`config.mk`:
```
export PLATFORM = sky130hd
export DESIGN_NAME = exposure_sequencer_flat
export DESIGN_NICKNAME = d
export VERILOG_FILES = /design/src/rtl/exposure_sequencer_if.sv /design/src/rtl/exposure_sequencer.sv /design/src/flat_wrapper.sv
export SDC_FILE = /design/constraint.sdc
export NUM_CORES = 1
export LEC_CHECK = 0
export BUFFER_PORTS_ARGS = -buffer_cell sky130_fd_sc_hd__buf_2
export CAP_MARGIN = 0
export CORE_ASPECT_RATIO = 1.5
export CORE_UTILIZATION = 55
export DETAILED_ROUTE_END_ITERATION = 8
export MAX_ROUTING_LAYER = met4
export PLACE_DENSITY = 0.73
export SLEW_MARGIN = 5
export SYNTH_ARGS = -nofsm -noshare
export SYNTH_HDL_FRONTEND = slang
export SYNTH_SLANG_ARGS = --single-unit
```
`constraint.sdc`:
```
create_clock -name clk -period 2.18 [get_ports clk]
set_input_delay 0.327 -clock clk [delete_from_list [all_inputs] [get_ports clk]]
set_output_delay 0.327 -clock clk [all_outputs]
set_load 0.02 [all_outputs]
```
`src/rtl/exposure_sequencer_if.sv`:
```
// Control/handshake bundle between the exposure sequencer, the camera
// front end and the exposure timer.
interface exposure_sequencer_if;
  logic       init;
  logic       exp_increase;
  logic       exp_decrease;
  logic       ovf5;
  logic [4:0] initial_value;
  logic       start;
  logic       erase;
  logic       expose;
  logic       nre_1;
  logic       nre_2;
  logic       adc;
  logic       busy;
  logic       err;

  modport master (
    output init, exp_increase, exp_decrease, ovf5,
    input  initial_value, start, erase, expose, nre_1, nre_2, adc, busy, err
  );

  modport slave (
    input  init, exp_increase, exp_decrease, ovf5,
    output initial_value, start, erase, expose, nre_1, nre_2, adc, busy, err
  );
endinterface

```
`src/rtl/exposure_sequencer.sv`:
```
// Frame control FSM: erase in IDLE, timed exposure with watchdog,
// then an eight-step two-row readout. All outputs are registered.
module exposure_sequencer #(
  parameter int EXP_MIN        = 2,
  parameter int EXP_MAX        = 30,
  parameter int EXP_DEFAULT    = 2,
  parameter int TIMEOUT_MARGIN = 8
) (
  input logic clk,
  input logic rst,
  exposure_sequencer_if.slave bus
);

  typedef enum logic [1:0] {
    IDLE    = 2'd0,
    EXPOSE  = 2'd1,
    READOUT = 2'd2
  } state_t;

  state_t     state;
  logic [4:0] exp_reg;
  logic [2:0] step;
  logic [5:0] wdog;
  logic [5:0] timeout_at;

  // EXP_MAX + TIMEOUT_MARGIN must stay below 64 for the 6-bit watchdog.
  assign timeout_at        = {1'b0, exp_reg} + 6'(TIMEOUT_MARGIN);
  assign bus.initial_value = exp_reg;

  // Row enables and ADC strobe for a readout step, packed {nre_1, nre_2, adc}.
  function automatic logic [2:0] row_drive(input logic [2:0] s);
    row_drive = 3'b110;
    case (s)
      3'd0, 3'd2: row_drive = 3'b010;
      3'd1:       row_drive = 3'b011;
      3'd4, 3'd6: row_drive = 3'b100;
      3'd5:       row_drive = 3'b101;
      default:    row_drive = 3'b110;
    endcase
  endfunction

  always_ff @(posedge clk or posedge rst) begin
    if (rst) begin
      state      <= IDLE;
      exp_reg    <= 5'(EXP_DEFAULT);
      step       <= 3'd0;
      wdog       <= 6'd0;
      bus.start  <= 1'b0;
      bus.erase  <= 1'b1;
      bus.expose <= 1'b0;
      bus.nre_1  <= 1'b1;
      bus.nre_2  <= 1'b1;
      bus.adc    <= 1'b0;
      bus.busy   <= 1'b0;
      bus.err    <= 1'b0;
    end else begin
      bus.start <= 1'b0;
      case (state)
        IDLE: begin
          if (bus.init) begin
            state      <= EXPOSE;
            wdog       <= 6'd0;
            bus.start  <= 1'b1;
            bus.erase  <= 1'b0;
            bus.expose <= 1'b1;
            bus.busy   <= 1'b1;
            bus.err    <= 1'b0;
          end else if (bus.exp_increase && !bus.exp_decrease) begin
            if (exp_reg < 5'(EXP_MAX)) exp_reg <= exp_reg + 5'd1;
          end else if (bus.exp_decrease && !bus.exp_increase) begin
            if (exp_reg > 5'(EXP_MIN)) exp_reg <= exp_reg - 5'd1;
          end
        end

        // A late Ovf5 still wins over a watchdog expiring in the same cycle.
        EXPOSE: begin
          if (bus.ovf5) begin
            state      <= READOUT;
            step       <= 3'd0;
            bus.expose <= 1'b0;
            {bus.nre_1, bus.nre_2, bus.adc} <= row_drive(3'd0);
          end else if (wdog == timeout_at) begin
            state      <= IDLE;
            bus.expose <= 1'b0;
            bus.erase  <= 1'b1;
            bus.busy   <= 1'b0;
            bus.err    <= 1'b1;
          end else begin
            wdog <= wdog + 6'd1;
          end
        end

        READOUT: begin
          if (step == 3'd7) begin
            state     <= IDLE;
            bus.erase <= 1'b1;
            bus.busy  <= 1'b0;
            {bus.nre_1, bus.nre_2, bus.adc} <= 3'b110;
          end else begin
            step <= step + 3'd1;
            {bus.nre_1, bus.nre_2, bus.adc} <= row_drive(step + 3'd1);
          end
        end

        default: state <= IDLE;
      endcase
    end
  end

endmodule

```
`src/flat_wrapper.sv`:
```
// flat-port wrapper written by rule: the top's interface ports become plain ports
module exposure_sequencer_flat 
#(
  parameter int EXP_MIN        = 2,
  parameter int EXP_MAX        = 30,
  parameter int EXP_DEFAULT    = 2,
  parameter int TIMEOUT_MARGIN = 8
)
  (clk, rst, bus_init, bus_exp_increase, bus_exp_decrease, bus_ovf5, bus_initial_value, bus_start, bus_erase, bus_expose, bus_nre_1, bus_nre_2, bus_adc, bus_busy, bus_err);
  exposure_sequencer_if bus_i ();
  input logic clk;
  input logic rst;
  input wire logic [$bits(bus_i.init)-1:0] bus_init;
  input wire logic [$bits(bus_i.exp_increase)-1:0] bus_exp_increase;
  input wire logic [$bits(bus_i.exp_decrease)-1:0] bus_exp_decrease;
  input wire logic [$bits(bus_i.ovf5)-1:0] bus_ovf5;
  output wire logic [$bits(bus_i.initial_value)-1:0] bus_initial_value;
  output wire logic [$bits(bus_i.start)-1:0] bus_start;
  output wire logic [$bits(bus_i.erase)-1:0] bus_erase;
  output wire logic [$bits(bus_i.expose)-1:0] bus_expose;
  output wire logic [$bits(bus_i.nre_1)-1:0] bus_nre_1;
  output wire logic [$bits(bus_i.nre_2)-1:0] bus_nre_2;
  output wire logic [$bits(bus_i.adc)-1:0] bus_adc;
  output wire logic [$bits(bus_i.busy)-1:0] bus_busy;
  output wire logic [$bits(bus_i.err)-1:0] bus_err;
  assign bus_i.init = bus_init;
  assign bus_i.exp_increase = bus_exp_increase;
  assign bus_i.exp_decrease = bus_exp_decrease;
  assign bus_i.ovf5 = bus_ovf5;
  assign bus_initial_value = bus_i.initial_value;
  assign bus_start = bus_i.start;
  assign bus_erase = bus_i.erase;
  assign bus_expose = bus_i.expose;
  assign bus_nre_1 = bus_i.nre_1;
  assign bus_nre_2 = bus_i.nre_2;
  assign bus_adc = bus_i.adc;
  assign bus_busy = bus_i.busy;
  assign bus_err = bus_i.err;
  exposure_sequencer #(.EXP_MIN(EXP_MIN), .EXP_MAX(EXP_MAX), .EXP_DEFAULT(EXP_DEFAULT), .TIMEOUT_MARGIN(TIMEOUT_MARGIN)) u_core (.clk(clk), .rst(rst), .bus(bus_i));
endmodule
```
==> results of run 1 <==
Yosys cell counts, types with 2 or more instances:
library cell   n  area [um^2]
nor2_1         9         33.8
nor3_1         4         20.0
buf_2          2         10.0
o21a_1         2         15.0
o31ai_1        3         22.5
ha_1          17          213
o21ai_0        9         45.0
nand2b_1       3         18.8
a21o_1         2         15.0
a22o_1         2         17.5
or3_1          2         12.5
o2bb2ai_1      2         17.5
and2_1         2         12.5
a21oi_1        8         40.0
inv_1         16         60.1
dfstp_2        4          105
mux2_2         2         22.5
nor2b_1        2         12.5
dfrtp_1       20          500
nor4_1         2         12.5
mux2i_1        2         20.0
xnor2_1        9         78.8
nand2_1       11         41.3
layout by cell type, fill, tap and decap left out, types with 2 or more instances in the layout:
cell type,n
o31ai_1,3
buf_2,18
o21a_1,2
nand2b_1,3
nor2_1,9
o21ai_0,9
nor4_1,2
and2_1,2
mux2_2,2
dfrtp_1,20
a21o_1,2
nor2b_1,2
o2bb2ai_1,2
xnor2_1,9
mux2i_1,2
nor3_1,4
a22o_1,2
inv_1,16
dfstp_2,4
clkbuf_8,3
a21oi_1,8
or3_1,2
buf_4,4
nand2_1,11
ha_1,17
final timing paths:
check / slack, ps / cells after the start / endpoint
hold reg to reg: 460 / 2 / u_core.bus.erase$_DFFE_PP1P_
setup reg to reg: 90 / 7 / u_core.state[0]$_DFFE_PP0P_
hold / removal: 90 / 3 / u_core.state[0]$_DFFE_PP0P_
min in group clk: 330 / 2 / u_core.bus.start$_DFF_PP0_
setup / recovery: 90 / 7 / u_core.state[0]$_DFFE_PP0P_
max in group asynchronous: 1800 / 3 / u_core.bus.erase$_DFFE_PP1P_
flip-flops by register name (all words and copies together), names as in the netlist:
signal,count
u_core.wdog,6
u_core.bus.initial_value,5
u_core.step,3
u_core.state,2
u_core.bus.adc,1
u_core.bus.busy,1
u_core.bus.erase,1
u_core.bus.err,1
u_core.bus.expose,1
u_core.bus.nre_1,1
u_core.bus.nre_2,1
u_core.bus.start,1
area by class of cell:
class	instances	area, um^2
Inverter	16	60.1
Multi-Input combinational cell	119	930
Clock buffer	3	41.3
Sequential cell	24	606
Tap cell	37	46.3
Fill cell	237	931
Timing Repair Buffer	22	120
cells by family after synthesis:
logic type / synth area share
simple gates: 0.154
compound gates: 0.200
flops: 0.377
buf+inv: 0.0436
fa+ha+maj: 0.145
xor+xnor: 0.0546
mux: 0.0265
stage by stage:
| stage | total power [mW] | instance area [um^2] | hold WS, ps | utilization | instances |
|---|---|---|---|---|---|
| after global placement | 2.02 | 1760 | 381 | 0.644 | 218 |
| after floorplan | 1.73 | 1610 | 339 | - | 161 |
| final | 2.32 | 1800 | 93.7 | 0.659 | 221 |
| after global routing | 2.51 | 1800 | 130 | 0.659 | 221 |
| after CTS | 2.33 | 1800 | 105 | 0.659 | 221 |
| after detailed placement | 2.07 | 1760 | 390 | 0.644 | 218 |
metal layers:
| metal | vias up | part of all wire | global-route usage |
|---|---|---|---|
| met1 | 624 | 0.37 | 0.245 |
| li1 | 618 | - | - |
| met5 | - | 0 | - |
| met4 | 0 | 0.025 | 0.121 |
| met2 | 27 | 0.59 | 0.482 |
| met3 | 8 | 0.022 | 0.0317 |
worst register-to-register path, delay by kind of cell, from the launching register on:
kind,cells,cell delay [ps]
muxes,1,340
adders and majority gates,1,310
AOI/OAI and AO/OA,1,140
buffers and inverters,1,90
DFF,1,430
and+or+nand+nor,2,510
xor gates and xnor gates,1,160
report_power, final:
| part | switching [mW] | internal [mW] |
|---|---|---|
| logic | 0.775 | 0.542 |
| registers | 0.145 | 0.596 |
| clock network | 0.135 | 0.123 |
==> impl_results.md, run 1 <==
- Status: complete, no violations
- H-tree levels: 1
- EDFF count, synth: 0
- Post-CTS Setup Bufs: 0
- Startpoint types: register
- Final WL: 3.30 mm
- Required time worst endpoint: 2330 ps
- Vias in the first global route: 1311
- Die Wd: 46.1 um
- Post-cts sizing count: 0
- GPL Wtd Cong: 0.817
- Yosys cell types: 49
- Crit-path max cell delay: 430 ps
- CP endpoint kind: register
- Worst slack, placed: 119 ps
- WP buf/inv: 1
- Main flop type after synthesis: dfrtp_1
- Sink Count: 24
- Max Cap Viol: 0
- CTS tree: done
- Lkg Pwr: 0.857 nW
- Mapped Area: 1610 um^2
- Iteration-0 DRC Markers: 36
- Ys async rst share: 1.00
- Ys Warns: 0
- Area growth syn-to-layout: 12.3%
- Avg WL per Cell: 14.9 um
- Reg-to-Reg Start: u_core.bus.initial_value[3]$_DFFE_PP0P_
- Max FO, Critical Path: 5
- Post-route ant nets: 0
- GRT Total Usage: 0.256
- IO buf count: 18
- Beginning of the critical path: u_core.bus.initial_value[3]$_DFFE_PP0P_
- # setup viols final: 0
- Congestion Overflow GR: 0
- Std-Cell Rows: 23
- Setup WS post-layout: 94.8 ps
- Slew Limit Fails: 0
- CTS Buffer Depth: 2
- Post-Syn Nets: 185
- Arr. time, crit path: 2240 ps
- Pwr Density: 1280 nW/um^2
- Initial antenna violation count: 0
- Critical path's top delay family: simple AND/OR/NAND/NOR gates
- Period utilisation layout: 0.957
- CTS Buf Count: 3
- Register area share after synthesis: 0.377
- IO Pins: 19
- Seq cells post-synth: 24
- Core Footprint: 2730 um^2
- Layout cell share with drive strength beyond 1: 0.217
- Die Y: 68.2 um
- Max Clk Rate: 0.480 GHz
- Via density: 5.78
- CP Class: reg2reg
- Crit-path cells: inv_1 > ha_1 > xnor2_1 > nand4_2 > or2_4 > a21oi_1 > mux2_2
- Root Buffer: clkbuf_8
- Largest net degree at the start of global routing: 25
- Via count: 1277
- Skew final: 5.93 ps
- First-pass DRT Iterations: 4
- N_diodes: 0
- Fin. Hold Viols: 0
- Critical-path top delay cell: dfrtp_1
- Worst min path class: in2async
- Die area: 3140 um^2
- Mapped Cells: 161
- DRC: 0
- Slew Limit Headroom: 0.642
- # hold bufs at CTS: 0
- Global-route wire length before repair: 5.61 mm
- Final net count: 210
- Mean Syn Cell Area: 9.97 um^2
- Max IR drop VDD: 0.666 mV
- Fin crit period: 2090 ps
- Clk_lat worst skew: 260 ps
- RSZ-0062 raised after global routing: false
- Hpwl dp: 2.66 mm
- Clock Pin Slew Worst Setup and Hold Paths: 80 ps
- Slew @ Worst Pin: 522 ps
- Initial core utilization: 0.587
- Final setup TNS: 0 ps
(Power assumes the default switching activity.)
==> run 2: changes to the inputs <==
ABC_AREA = 1   (was unset)
CAP_MARGIN = 10   (was 0)
SKIP_CTS_REPAIR_TIMING = 1   (was unset)
==> impl_results.md, run 2 <==
- Seq pwr share: 0.307 (-0.013)
- Fillers: 270 (+14%)
- Post-route ant nets: 0 (unchanged)
- Crit-path cells: inv_1 > ha_1 > inv_2 > or2_1 > nand2_1 > a21oi_4 > o21ai_4 > nand2_1 > nand2_1
- # setup viols final: 0 (unchanged)
- Inst Count DP: 267 (+22%)
- Clock power share: 0.122 (+0.010)
- Lkg Pwr: 1.03 nW (+20%)
- Reg-to-Reg Start: u_core.state[0]$_DFFE_PP0P_
- Ys Warns: 0 (unchanged)
- Gate power share: 0.571 (+0.002)
- DRC: 1 (+1)
- Clk_lat worst skew: 270 ps (about the same)
- Die Y: 69.3 um (+1.7%)
- Synth top area share: 0.301 (-0.0108)
- GRT Total Usage: 0.214 (-0.0426)
- Post-Syn Nets: 235 (+27%)
- Top reg by flops: u_core.wdog
- Skew final: 2.58 ps (-3.34 ps)
- Status: finished, violations left
- Cell area after layout: 1850 um^2 (+2.5%)
- Initial core utilization: 0.577 (-0.0104)
- Mapped Cells: 211 (+31%)
- Hpwl dp: 2.31 mm (-13%)
- Largest net degree at the start of global routing: 25 (unchanged)
- Via density: 4.86 (-16%)
- CTS Buffer Depth: 2 (unchanged)
- Most common cell after layout, fill and taps aside: nand2_1
- Core Footprint: 2880 um^2 (+5.4%)
- Congestion Overflow GR: 0 (unchanged)
- Register area share after synthesis: 0.364 (-0.0131)
- Int Pwr: 1.28 mW (+1.3%)
- CP endpoint kind: register
- CP Class: reg2reg
- Max FO, Critical Path: 6 (+1)
- Top cell by count, worst path: nand2_1
- Most common cell in the synthesized netlist: nand2_1
- IO Pins: 19 (unchanged)
- WP buf/inv: 2 (+1)
- Root Buffer: clkbuf_8
- CTS Buf Count: 3 (unchanged)
- Max FFs per register: 6 (unchanged)
- Layout cell share with drive strength beyond 1: 0.185 (-0.0320)
- Worst min path class: in2async
- CTS tree: done
- Final WL: 2.93 mm (-11%)
- Main flop type after synthesis: dfrtp_1
- Multi-input gate area: 895 um^2 (-3.8%)
- Ys async rst share: 1.00 (unchanged)
- Beginning of the critical path: u_core.state[0]$_DFFE_PP0P_
- Startpoint types: register
- Area contributors post-synth: dfrtp_1 30%, nand2_1 14%, ha_1 13%, inv_1 7.7%, dfstp_2 6.3%
- Critical path's top delay family: simple AND/OR/NAND/NOR gates
- Final std cells w/o fill: 271 (+23%)
- Via count: 1318 (+3.2%)
- Violated checks: design-rule violations
- Die Wd: 46.9 um (+1.7%)
- Internal reg-to-reg setup slack: 360 ps (+260 ps)
- IO buf count: 18 (unchanged)
- Die area: 3250 um^2 (+3.5%)
- Sink Count: 24 (unchanged)
- Max IR drop VDD: 0.699 mV (+4.9%)
- Period utilisation layout: 0.836 (-0.121)
- Switching Fraction: 0.486 (+0.0304)
- Vias in the first global route: 1274 (-2.8%)
- CP Depth: 9 (+2)
- H-tree levels: 1 (unchanged)
- Synth top cells by count: 64 x nand2_1, 34 x inv_1, 20 x dfrtp_1, 17 x ha_1
- Most frequent cells in the layout: 64 x nand2_1, 34 x inv_1, 20 x dfrtp_1, 18 x buf_2, 17 x ha_1
- Crit-path max cell delay: 370 ps (-60 ps)
- GPL Wtd Cong: 0.820 (+0.40%)
- Iteration-0 DRC Markers: 18 (-50%)
- Max Cap Viol: 0 (unchanged)
- Yosys cell types: 28 (-43%)
- Global-route wire length before repair: 5.06 mm (-9.7%)
- Hold Slack: 79.2 ps (-14.5 ps)
- EDFF count, synth: 0 (unchanged)
- Fin. Hold Viols: 0 (unchanged)
- Arr. time, crit path: 1990 ps (-250 ps)
- Area growth syn-to-layout: 11.1%
- Slew @ Worst Pin: 311 ps (-211 ps)
- Slew Limit Headroom: 0.793 (+0.151)
- Placement Cell Area: 1790 um^2 (+1.8%)
- Avg WL per Cell: 10.8 um (-28%)
- Slew Limit Fails: 0 (unchanged)
- Worst r2r dst: u_core.wdog[3]$_DFFE_PP0P_
- RSZ-0062 raised after global routing: false
- Cell taking the most area after synthesis: dfrtp_1
- Mapped Area: 1660 um^2 (+3.6%)
- Pwr Density: 1340 nW/um^2 (+4.7%)
- N_diodes: 0 (unchanged)
- Required time worst endpoint: 2340 ps (about the same)
- Switching power: 1.21 mW (+14%)
- Critical-path top delay cell: dfrtp_1
- Final setup TNS: 0 ps (unchanged)
- Mean Syn Cell Area: 7.88 um^2 (-21%)
- Final net count: 257 (+22%)
- Initial antenna violation count: 0 (unchanged)
- First-pass DRT Iterations: 6 (+2)
- Clock Pin Slew Worst Setup and Hold Paths: 80 ps (about the same)
- Fin crit period: 1820 ps (-263 ps)
- Sequential Area: 606 um^2 (unchanged)
- FF-to-FF path depth: 9 (+2)
- Seq cells post-synth: 24 (unchanged)
- Max Clk Rate: 0.549 GHz (+14%)
- Std-Cell Rows: 24 (+4.3%)
-- run 2: changes by cell type after synthesis, moves of 6 or more --
cell | previous run | this run
inv_1 | 16 | 34
nand2_1 | 11 | 64
nand3_1 | 1 | 7
nand4_1 | 1 | 10
xnor2_1 | 9 | 2
-- run 2: how the worst max path moves through the flow --
stage | end | slack, ps
2_1_floorplan | u_core.state[0]$_DFFE_PP0P_ | 490
4_1_cts | u_core.wdog[3]$_DFFE_PP0P_ | 360
5_1_grt | u_core.wdog[1]$_DFFE_PP0P_ | 180
6_report | u_core.wdog[3]$_DFFE_PP0P_ | 360
3_5_place_dp | u_core.bus.initial_value[4]$_DFFE_PP0P_ | 330
3_3_place_gp | u_core.state[1]$_DFFE_PP0P_ | 410
-- run 2: cell families (layout without fill, tap and decap cells) --
kind of cell / count (synthesis) / in the layout / synth area share
flops: 24 / 24 / 0.364
fa+ha+maj: 18 / 18 / 0.140
xor+xnor: 8 / 8 / 0.0421
compound gates: 21 / 21 / 0.0828
simple gates: 99 / 99 / 0.273
buf+inv: 41 / 62 / 0.0978
-- run 2: metal layers --
metal	vias up	part of all wire	global-route usage
li1	699	-	-
met1	595	0.43	0.235
met2	17	0.53	0.366
met3	7	0.017	0.0234
met4	0	0.025	0.0921
met5	-	0	-
-- run 2: tightest hold or removal path: cells and delay by family --
family / cells / cell delay [ps]
buffers and inverters: 3 / 420
-- run 2: layout make-up --
class                           count  area share
Timing Repair Buffer               19      0.0528
Tap cell                           39      0.0264
Inverter                           39      0.0792
Sequential cell                    24       0.328
Multi-Input combinational cell    146       0.484
Clock buffer                        4      0.0298
-- run 2: stage by stage --
stage	power (mW)	setup WS, ps	utilization
finish	2.49	358	0.641
global route	2.73	185	0.641
CTS	2.51	362	0.641
detailed placement	2.20	330	0.622
global placement	2.17	413	0.622
floorplan	1.89	486	-
-- run 2: power groups by stage --
stage	sequential [mW]	combinational, mW	clock (mW)
final	0.763	1.42	0.304
after global routing	0.789	1.62	0.321
after CTS	0.766	1.44	0.307
after detailed placement	0.773	1.43	0
after global placement	0.771	1.40	0
after floorplan	0.871	1.02	0
